[src/rtl/graycode_step_sequencer.sv]
// Command-driven up/down step sequencer for a binary counter with a Gray-coded view.
// One step is taken every DWELL clocks; a one-cycle done pulse closes each command.
`timescale 1ns/1ps
module graycode_step_sequencer #(
    parameter int WIDTH  = 3,
    parameter int STEP_W = 8,
    parameter int DWELL  = 1
) (
    input  logic              clk,
    input  logic              reset,
    input  logic              i_cmd_valid,
    output logic              o_cmd_ready,
    input  logic              i_cmd_dir,
    input  logic [STEP_W-1:0] i_cmd_steps,
    input  logic              i_abort,
    output logic              o_busy,
    output logic              o_done,
    output logic [WIDTH-1:0]  o_bin,
    output logic [WIDTH-1:0]  o_gray_code
);

    localparam int DW_W = (DWELL > 1) ? $clog2(DWELL) : 1;
    localparam logic [DW_W-1:0] DWELL_RELOAD = DW_W'(DWELL - 1);

    typedef enum logic [1:0] {
        S_IDLE,
        S_RUN,
        S_DONE
    } state_t;

    state_t            state_q, state_d;
    logic              dir_q, dir_d;
    logic [STEP_W-1:0] steps_q, steps_d;
    logic [DW_W-1:0]   dwell_q, dwell_d;
    logic [WIDTH-1:0]  bin_q, bin_d;

    function automatic logic [WIDTH-1:0] to_gray(input logic [WIDTH-1:0] b);
        return b ^ (b >> 1);
    endfunction

    // Natural modulo-2^WIDTH wrap in both directions.
    function automatic logic [WIDTH-1:0] step_bin(input logic [WIDTH-1:0] b, input logic up);
        return up ? (b + WIDTH'(1)) : (b - WIDTH'(1));
    endfunction

    always_ff @(posedge clk) begin
        if (reset) begin
            state_q <= S_IDLE;
            dir_q   <= 1'b0;
            steps_q <= '0;
            dwell_q <= '0;
            bin_q   <= '0;
        end else begin
            state_q <= state_d;
            dir_q   <= dir_d;
            steps_q <= steps_d;
            dwell_q <= dwell_d;
            bin_q   <= bin_d;
        end
    end

    always_comb begin
        state_d = state_q;
        dir_d   = dir_q;
        steps_d = steps_q;
        dwell_d = dwell_q;
        bin_d   = bin_q;
        case (state_q)
            S_IDLE: begin
                if (i_cmd_valid) begin
                    dir_d   = i_cmd_dir;
                    steps_d = i_cmd_steps;
                    dwell_d = DWELL_RELOAD;
                    state_d = (i_cmd_steps == '0) ? S_DONE : S_RUN;
                end
            end
            S_RUN: begin
                // Abort wins over a step falling due on the same edge.
                if (i_abort) begin
                    state_d = S_DONE;
                end else if (dwell_q == '0) begin
                    bin_d   = step_bin(bin_q, dir_q);
                    steps_d = steps_q - STEP_W'(1);
                    dwell_d = DWELL_RELOAD;
                    if (steps_q == STEP_W'(1)) begin
                        state_d = S_DONE;
                    end
                end else begin
                    dwell_d = dwell_q - DW_W'(1);
                end
            end
            S_DONE: begin
                state_d = S_IDLE;
            end
            default: begin
                state_d = S_IDLE;
            end
        endcase
    end

    assign o_cmd_ready = (state_q == S_IDLE);
    assign o_busy      = (state_q == S_RUN);
    assign o_done      = (state_q == S_DONE);
    assign o_bin       = bin_q;
    assign o_gray_code = to_gray(bin_q);

endmodule

[config.mk]
export PLATFORM = sky130hd
export DESIGN_NAME = graycode_step_sequencer
export DESIGN_NICKNAME = d
export VERILOG_FILES = /design/src/rtl/graycode_step_sequencer.sv
export SDC_FILE = /design/constraint.sdc
export NUM_CORES = 1
export LEC_CHECK = 0
export ABC_AREA = 0
export CAP_MARGIN = 20
export CORE_MARGIN = 2
export CORE_UTILIZATION = 40
export CTS_CLUSTER_SIZE = 24
export DETAILED_ROUTE_END_ITERATION = 7
export HOLD_SLACK_MARGIN = 0.12
export PLACE_DENSITY = 0.7
export SYNTH_ARGS = -nofsm -noshare
export SYNTH_HDL_FRONTEND = slang
export SYNTH_SLANG_ARGS = --single-unit
[constraint.sdc]
create_clock -name clk -period 1.3 [get_ports clk]
set_input_delay 0.195 -clock clk [delete_from_list [all_inputs] [get_ports clk]]
set_output_delay 0.195 -clock clk [all_outputs]
set_load 0.05 [all_outputs]
==> flow_metrics.py, run 1 <==
metrics = {
    "layout": {
        "final_core_util": 0.8175,
        "fin_nets": 177,
        "drive_gt1_frac": 0.5500,
        "syn_to_final_growth_pct": 87.91,
        "nFillCells": 114,
        "layout.cells.non_filler": 187,
        "multi_input_area_um2": 675.6,
        "regArea_um2": 299.0,
        "antenna_cells": 0,
    },
    "setup_path": {
        "required_ns": 1.53,
        "worstPathMaxFanout": 2,
        "cp.arrival_ns": 1.58,
        "cp_top_family": "simple AND/OR/NAND/NOR gates",
        "cpMaxStageDelayCell": "dfxtp_2",
        "start_kind": "register",
        "slowest_delay_ns": 0.35,
        "endpoint_kind": "register",
        "worst-path-buf-inv": 0,
        "critical_path_class": "reg -> reg",
        "path_cells": "nor4_4 -> a31oi_2 -> mux2_4 -> nor3_2",
    },
    "sta": {
        "rsz0062_at_grt": "yes",
        "fin_ws_ns": -0.04437,
        "setup_violations": 7,
        "min_period_ns": 1.344,
        "drv_slew": 0,
        "period_share": 1.034,
        "fmax_mhz": 743.8,
        "worst_pin_slew_ns": 0.3027,
        "hold_slack_ns": 0.4327,
        "slew_headroom": 0.7967,
        "clock-skew-final_ns": 0.009975,
        "hold_violations": 0,
    },
    "clock_tree": {
        "cts_tree": "built",
        "clk_latency_ns": 0.30,
        "cts.path.max_buffers": 2,
        "cts_sinks": 14,
        "clock_tree.root_cell": "clkbuf_4",
        "cts_made_buffers": 3,
        "clk_pin_slew_ns": 0.10,
        "htree_levels": 1,
    },
    "routing": {
        "wl_per_cell_um": 14.94,
        "ant_nets": 0,
        "route.detailed.drc": 0,
        "wl_mm": 2.794,
        "via_per_inst": 5.487,
        "drt-initial-drc-count": 44,
        "drtPass1Iterations": 4,
        "route.vias.total": 1026,
    },
    "hold_path": {
        "holdCritPathClass": "in -> reg",
    },
    "synth": {
        "dominantRegCellSynth": "dfxtp_1",
        "ys_async_sr_fraction": 0,
        "syn_avg_cell_area_um2": 8.458,
        "ys_types": 34,
        "ys_ff_latch": 14,
        "syn_inst": 104,
        "yosys_warnings": 0,
        "yosysSeqAreaShare": 0.3186,
        "synth.cell_area_um2": 879.6,
        "synth-edff-count": 0,
        "synth_fp_nets": 120,
    },
    "floorplanning": {
        "boundaryPins": 22,
        "core-area_um2": 2022,
        "die_x_um": 50.90,
        "die_area_um2": 2590,
        "start_util": 0.4350,
        "rows": 16,
        "die_y_um": 50.90,
    },
    "placement": {
        "gp_congestion": 0.8746,
        "placed_cells": 178,
        "place_hpwl_mm": 1.866,
        "portBuffers": 21,
    },
    "job": {
        "maxCapViolations": 0,
    },
    "global_route": {
        "grt_pass1_wl_mm": 4.209,
        "use_met3": 0.03216,
        "overflow": 0,
        "grt_pass1_vias": 1008,
        "gr-max-usage-layer": "met2",
        "track_usage": 0.2163,
        "grtUsageMet1": 0.2380,
        "antenna_found_initial": 0,
        "grt_max_degree": 10,
        "met2_usage": 0.3969,
    },
    "outcome": {
        "outcome": "complete, but fails checks",
        "violations": "setup timing",
    },
    "power": {
        "power_density_nw_per_um2": 982.4,
        "p_leak_nw": 0.6816,
        "vdd.ir_drop.worst_mv": 0.7863,
    },
}
==> area by class of cell <==
type / count / share of cell area
Clock buffer: 4 / 0.02195
Inverter: 4 / 0.01060
Multi-Input combinational cell: 81 / 0.4088
Sequential cell: 14 / 0.1809
Tap cell: 27 / 0.02044
Timing Repair Buffer: 57 / 0.3573
==> cells by family after synthesis <==
| logic type | after synthesis | synth area share |
|---|---|---|
| XOR/XNOR | 5 | 0.04980 |
| multiplexers | 3 | 0.03698 |
| AO/OA/AOI/OAI | 33 | 0.2418 |
| AND/OR/NAND/NOR | 37 | 0.2376 |
| buffers and inverters | 9 | 0.06400 |
| adder cells (fa/ha/maj) | 3 | 0.05121 |
| flip-flops | 14 | 0.3186 |
==> per-stage QoR <==
step	instance area (µm²)	setup slack [ns]	total power, mW	TNS, ns
2_1_floorplan	934.6	-0.04865	0.8604	-0.09338
3_3_place_gp	1451	-0.3155	1.151	-2.084
3_5_place_dp	1451	-0.3173	1.168	-2.188
4_1_cts	1563	-0.05109	1.545	-0.1280
5_1_grt	1653	-0.1090	1.686	-0.5552
6_report	1653	-0.04437	1.624	-0.1347
==> what timing repair did <==
item	4_1_cts	5_1_grt
buffers inserted	4	2
setup endpoints to repair	13	17
pin swaps	6	11
resized for setup	20	20
hold buffers	0	0
==> registers in the layout (all words and copies together), names as in the netlist <==
signal and cells:
dir_q 1, o_bin 3, state_q 2, steps_q 8
==> power breakdown <==
| group | internal [mW] | switching [mW] | total (mW) |
|---|---|---|---|
| Sequential | 0.470 | 0.0463 | 0.516 |
| Combinational | 0.395 | 0.370 | 0.765 |
| Clock | 0.171 | 0.171 | 0.342 |
| Total | 1.04 | 0.588 | 1.62 |
==> cell usage in the layout (no fill, tap or decap), types with 3 or more instances in the layout <==
master           instances
buf_4                   31
nor3_2                   4
a21oi_1                 11
dfxtp_4                  3
clkbuf_4                 3
nand2_1                  8
nor2_1                   8
a21o_1                   4
clkdlybuf4s50_1         10
o21ai_1                  3
buf_12                   9
buf_6                    4
o21ai_0                  5
nand3_1                  3
dfxtp_1                  5
dfxtp_2                  6
==> worst paths after layout <==
path | slack (ns) | end | from | cells after the start
max | -0.04 | state_q[1] | steps_q[3] | 4
min | 0.43 | steps_q[7] | i_cmd_steps[7] | 3
max reg2reg | -0.04 | state_q[1] | steps_q[3] | 4
min reg2reg | 0.52 | steps_q[6] | steps_q[6] | 2
==> synthesized netlist by cell type, types with 3 or more instances <==
cell,number,share of area
a21o_1,4,0.034
nor3_1,3,0.017
a21oi_1,13,0.074
nor2_1,9,0.038
nand2_1,8,0.034
o21ai_0,8,0.046
xor2_1,3,0.030
inv_1,3,0.013
dfxtp_1,14,0.32
nand3_1,4,0.023
==> worst reg2reg max path: stages (launching register included) <==
cell and delay (ns):
dfxtp_2 0.35, nor4_4 0.35, a31oi_2 0.15, mux2_4 0.28, nor3_2 0.15
==> layer usage <==
| metal | up-vias | wire (µm) |
|---|---|---|
| li1 | 475 | - |
| met4 | 0 | 91 |
| met5 | - | 0 |
| met2 | 66 | 1474 |
| met3 | 14 | 196 |
| met1 | 471 | 1031 |
Note: power is estimated with default switching activity, not from simulation.
==> inputs of run 2 (changes only) <==
--- a/config.mk
+++ b/config.mk
@@ -13,6 +13,7 @@
 export DETAILED_ROUTE_END_ITERATION = 7
 export HOLD_SLACK_MARGIN = 0.12
 export PLACE_DENSITY = 0.7
+export SETUP_SLACK_MARGIN = 0.15
 export SYNTH_ARGS = -nofsm -noshare
 export SYNTH_HDL_FRONTEND = slang
 export SYNTH_SLANG_ARGS = --single-unit
==> run 2 against run 1 <==
Compared with the run above:
- the run ends with DRC, setup timing left
- routed wire length grew 28%
- global-route usage grew 2.5 points
- total power grew 8.1%
- largest cell class unchanged
- clock skew grew 0.0024 ns
==> flow_metrics.py, run 2 (synthesis gave the netlist of run 1 again) <==
metrics = {
    "routing": {
        "wl_mm": 3.573,
        "via_per_inst": 5.930,
        "ant_nets": 0,
        "drt-initial-drc-count": 38,
        "route.vias.total": 1109,
        "wl_per_cell_um": 19.11,
        "drtPass1Iterations": 8,
        "route.detailed.drc": 1,
    },
    "layout": {
        "layout.cells.non_filler": 187,
        "final_core_util": 0.8985,
        "top_register": "steps_q",
        "mostFrequentLayoutCells": "buf_6, buf_4, clkdlybuf4s50_1",
        "antenna_cells": 0,
        "drive_gt1_frac": 0.6563,
        "nFillCells": 87,
        "largest_register_ffs": 8,
        "syn_to_final_growth_pct": 106.5,
        "fin_nets": 177,
    },
    "setup_path": {
        "worstReg2RegStart": "dir_q",
        "cpMaxStageDelayCell": "fa_2",
        "cp_top_family": "adder cells",
        "reg2reg_to": "o_bin[2]",
        "rr_worst_depth": 6,
        "crit_start": "dir_q",
        "required_ns": 1.48,
        "start_kind": "register",
        "endpoint_kind": "register",
        "endpoint": "o_bin[2]",
        "critical_path_class": "reg -> reg",
        "cp.arrival_ns": 1.57,
        "worst-path-buf-inv": 1,
        "cp.depth": 6,
        "path_cells": "inv_2 -> fa_2 -> xor2_1 -> nor3_2 -> xnor2_1 -> nor2_1",
        "slowest_delay_ns": 0.37,
        "worstPathMaxFanout": 2,
        "r2r_slack_ns": -0.1,
    },
    "placement": {
        "placed_cells": 166,
        "place_hpwl_mm": 1.736,
        "gp_congestion": 0.8610,
        "portBuffers": 21,
    },
    "sta": {
        "rsz0062_at_grt": "yes",
        "drv_slew": 0,
        "hold_slack_ns": 0.5142,
        "worst_pin_slew_ns": 0.3430,
        "hold_violations": 0,
        "clock-skew-final_ns": 0.01237,
        "fmax_mhz": 716.3,
        "slew_headroom": 0.7710,
        "period_share": 1.074,
        "fin_ws_ns": -0.09602,
        "min_period_ns": 1.396,
        "setup_violations": 9,
    },
    "global_route": {
        "grt_max_degree": 9,
        "track_usage": 0.2414,
        "overflow": 0,
        "antenna_found_initial": 0,
        "grt_pass1_vias": 975,
        "grt_pass1_wl_mm": 4.554,
    },
    "floorplanning": {
        "rows": 16,
        "core-area_um2": 2022,
        "die_y_um": 50.90,
        "die_area_um2": 2590,
        "die_x_um": 50.90,
        "start_util": 0.4350,
        "boundaryPins": 22,
    },
    "outcome": {
        "outcome": "complete, but fails checks",
        "violations": "DRC, setup timing",
    },
    "power": {
        "power_density_nw_per_um2": 966.2,
        "finalPower_mw": 1.755,
        "p_leak_nw": 0.7251,
        "vdd.ir_drop.worst_mv": 0.7695,
    },
    "clock_tree": {
        "clk_latency_ns": 0.29,
        "htree_levels": 1,
        "clock_tree.root_cell": "clkbuf_4",
        "cts_made_buffers": 3,
        "cts.path.max_buffers": 2,
        "cts_tree": "built",
        "cts_hold_buf": 0,
        "cts_sinks": 14,
        "clk_pin_slew_ns": 0.11,
    },
    "job": {
        "maxCapViolations": 0,
    },
    "hold_path": {
        "holdCritPathClass": "reg -> reg",
    },
}
## run 2: cell count changes in the layout (fill, tap and decap cells not counted), moves of 4 or more
cell     change
a21oi_2      +4
a21oi_1      -5
dfxtp_4      +4
buf_6       +13
buf_4       -14
## run 2: layout make-up
type,count,area (µm²),share of cell area
clock buffer,4,36.28,0.01997
inverter,4,22.52,0.01240
multi-input combinational,81,764.5,0.4208
sequential,14,310.3,0.1708
tap,27,33.78,0.01860
timing repair buffer,57,649.4,0.3574
## run 2: worst min-delay path: stages (launching register included)
cell	delay [ns]
dfxtp_4	0.38
nand2_1	0.06
a21oi_1	0.05
## run 2: routing by layer
| layer | vias to the layer above | track usage | part of all wire |
|---|---|---|---|
| li1 | 485 | - | - |
| met1 | 518 | 0.2588 | 0.39 |
| met2 | 76 | 0.4803 | 0.50 |
| met3 | 30 | 0.03216 | 0.054 |
| met4 | 0 | 0.07658 | 0.054 |
| met5 | - | 0 | 0 |
## run 2: what timing repair did
item,CTS,global route
gates cloned,0,0
resized for setup,29,32
setup endpoints to repair,18,20
pin swaps,9,13
buffers inserted,11,6
## run 2: worst min-delay path by stage
stage | start | end | slack (ns) | depth (start not counted)
3_5_place_dp | steps_q[1] | steps_q[1] | 0.47 | 2
2_1_floorplan | reset | steps_q[0] | 0.25 | 1
6_report | steps_q[1] | steps_q[1] | 0.51 | 2
3_3_place_gp | steps_q[1] | steps_q[1] | 0.46 | 2
5_1_grt | steps_q[1] | steps_q[1] | 0.54 | 2
4_1_cts | steps_q[1] | steps_q[1] | 0.49 | 2
## run 2: per-stage QoR
| stage | instance area, µm² | worst slack (ns) | setup TNS, ns |
|---|---|---|---|
| after floorplan | 1006 | -0.04529 | -0.04529 |
| after global placement | 1416 | -0.2705 | -1.856 |
| after detailed placement | 1416 | -0.2950 | -2.023 |
| after CTS | 1649 | -0.05531 | -0.1410 |
| after global routing | 1817 | -0.1539 | -0.8872 |
| final | 1817 | -0.09602 | -0.4814 |
## run 2: power by group
group | internal [mW] | switching [mW] | total (mW)
Combinational | 0.454 | 0.426 | 0.881
Clock | 0.171 | 0.168 | 0.338
Sequential | 0.469 | 0.0674 | 0.536
Total | 1.09 | 0.661 | 1.76
==> inputs of run 3 (changes only) <==
--- a/config.mk
+++ b/config.mk
@@ -5,14 +5,13 @@
 export SDC_FILE = /design/constraint.sdc
 export NUM_CORES = 1
 export LEC_CHECK = 0
-export ABC_AREA = 0
 export CAP_MARGIN = 20
-export CORE_MARGIN = 2
-export CORE_UTILIZATION = 40
+export CORE_MARGIN = 5
+export CORE_UTILIZATION = 43
 export CTS_CLUSTER_SIZE = 24
 export DETAILED_ROUTE_END_ITERATION = 7
 export HOLD_SLACK_MARGIN = 0.12
-export PLACE_DENSITY = 0.7
+export PLACE_DENSITY = 0.74
 export SETUP_SLACK_MARGIN = 0.15
 export SYNTH_ARGS = -nofsm -noshare
 export SYNTH_HDL_FRONTEND = slang
==> run 3 against run 2 <==
Compared with the run above:
- the flow finishes with violations (setup timing)
- cell count is 1.6% lower
- sequential share of layout area is 0.71 points higher
- worst hold slack lost 0.18 ns
- clock-buffer cell count unchanged
- combinational power decreased by 8.4%
- final area decreased by 5.2%
- sequential cell count unchanged
- first-iteration DRC count fell by 50%
- non-clock buffer count down 3
- routed wire length increased by 1.4%
- clock skew decreased by 0.0017 ns
- critical path type unchanged
- total power decreased by 6.7%
- highest routed layer unchanged
==> flow_metrics.py, run 3 (synthesis gave the netlist of run 1 again) <==
metrics = {
    "outcome": {
        "outcome": "complete, but fails checks",
        "violations": "setup timing",
    },
    "routing": {
        "route.detailed.drc": 0,
        "route.vias.total": 1065,
        "ant_nets": 0,
        "wl_mm": 3.622,
        "wl_per_cell_um": 19.68,
        "drtPass1Iterations": 4,
        "drt-initial-drc-count": 19,
        "via_per_inst": 5.788,
    },
    "sta": {
        "setup_violations": 7,
        "fmax_mhz": 684.4,
        "worst_pin_slew_ns": 0.3279,
        "min_period_ns": 1.461,
        "hold_violations": 0,
        "fin_ws_ns": -0.1612,
        "tns_ns": -0.3901,
        "period_share": 1.124,
        "rsz0062_at_grt": "yes",
        "slew_headroom": 0.7796,
        "drv_slew": 0,
        "clock-skew-final_ns": 0.01065,
    },
    "layout": {
        "fin_nets": 174,
        "final_common_cell": "buf_4",
        "drive_gt1_frac": 0.5924,
        "nFillCells": 98,
        "largest_register_ffs": 8,
        "top_register": "steps_q",
        "mostFrequentLayoutCells": "buf_4, a21oi_1, buf_12",
        "antenna_cells": 0,
        "syn_to_final_growth_pct": 95.87,
    },
    "clock_tree": {
        "cts.path.max_buffers": 2,
        "htree_levels": 1,
        "cts_hold_buf": 0,
        "clk_pin_slew_ns": 0.11,
        "cts_sinks": 14,
        "cts_tree": "built",
        "clk_latency_ns": 0.29,
        "clock_tree.root_cell": "clkbuf_4",
        "cts_made_buffers": 3,
    },
    "setup_path": {
        "crit_start": "dir_q",
        "start_kind": "register",
        "required_ns": 1.48,
        "worstPathMaxFanout": 2,
        "worstReg2RegStart": "dir_q",
        "cp.arrival_ns": 1.64,
        "critical_path_class": "reg -> reg",
        "endpoint_kind": "register",
    },
    "global_route": {
        "antenna_found_initial": 0,
        "overflow": 0,
        "grt_pass1_wl_mm": 5.085,
        "track_usage": 0.2060,
        "grt_max_degree": 15,
        "grt_pass1_vias": 1094,
    },
    "hold_path": {
        "holdCritPathClass": "in -> reg",
        "hold_start": "i_cmd_steps[6]",
    },
    "floorplanning": {
        "die_y_um": 55.23,
        "start_util": 0.4483,
        "boundaryPins": 22,
        "rows": 16,
        "die_x_um": 55.23,
        "die_area_um2": 3050,
        "core-area_um2": 1962,
    },
    "placement": {
        "pre_cts_ws_ns": -0.3718,
        "portBuffers": 21,
        "gp_congestion": 0.7964,
        "place_hpwl_mm": 1.734,
    },
    "job": {
        "maxCapViolations": 0,
    },
    "power": {
        "vdd.ir_drop.worst_mv": 0.7000,
        "power_density_nw_per_um2": 950.7,
        "p_leak_nw": 0.6989,
    },
}
run 3: cell count changes in the layout (fill, tap and decap cells not counted), sizes merged:
cell / delta
buf: -3
clkdlybuf4s50: -3
dlygate4sd2: +2
dlymetal6s2s: +1
run 3: path summary, 6_finish.rpt:
path / end / slack [ns] / cells past startpoint
worst max-delay path: o_bin[2] / -0.16 / 6
worst min-delay path: steps_q[6] / 0.33 / 4
worst max register to register: o_bin[2] / -0.16 / 6
worst min register to register: steps_q[1] / 0.49 / 2
run 3: layout make-up:
class                   count  area [µm²]  share of cell area
clock buffers               4       26.28             0.01525
multi-input cells          81       721.9              0.4190
repair buffers             54       609.3              0.3537
well taps                  27       33.78             0.01961
flip-flops and latches     14       306.5              0.1779
inverters                   4       25.02             0.01452
run 3: power by group:
part / leakage, nW / total, mW / internal [mW] / switching (mW)
Clock: 0.0150 / 0.292 / 0.119 / 0.172
Sequential: 0.121 / 0.539 / 0.471 / 0.0684
Combinational: 0.563 / 0.807 / 0.415 / 0.392
Total: 0.699 / 1.64 / 1.01 / 0.633
run 3: metrics by stage:
stage                     instance area, µm²  power [mW]  cells  hold WS (ns)  utilization
after floorplan                         1006      0.9055    104        0.2538            -
after global placement                  1429       1.158    166        0.4604       0.7283
after detailed placement                1429       1.171    166        0.4761       0.7283
after CTS                               1647       1.527    179        0.4274       0.8393
after global routing                    1723       1.703    184        0.3952       0.8782
final                                   1723       1.638    184        0.3326       0.8782
run 3: routing by layer:
metal | up-vias | global-route usage | share of wire
li1 | 475 | - | -
met1 | 502 | 0.2219 | 0.38
met2 | 68 | 0.4003 | 0.50
met3 | 20 | 0.03730 | 0.073
met4 | 0 | 0.05903 | 0.045
met5 | - | 0 | 0
run 3: timing repair:
| action | in CTS | in global routing |
|---|---|---|
| setup endpoints to repair | 18 | 22 |
| setup buffers | 9 | 5 |
| pin swaps | 14 | 10 |
| gates resized for setup | 34 | 10 |
run 3: worst max-delay path: stages, from the launching register on:
cell and delay [ns]:
dfxtp_2 0.35, inv_2 0.04, fa_2 0.38, xor2_1 0.17, nor3_2 0.17, xnor2_1 0.17
nor2_1 0.06
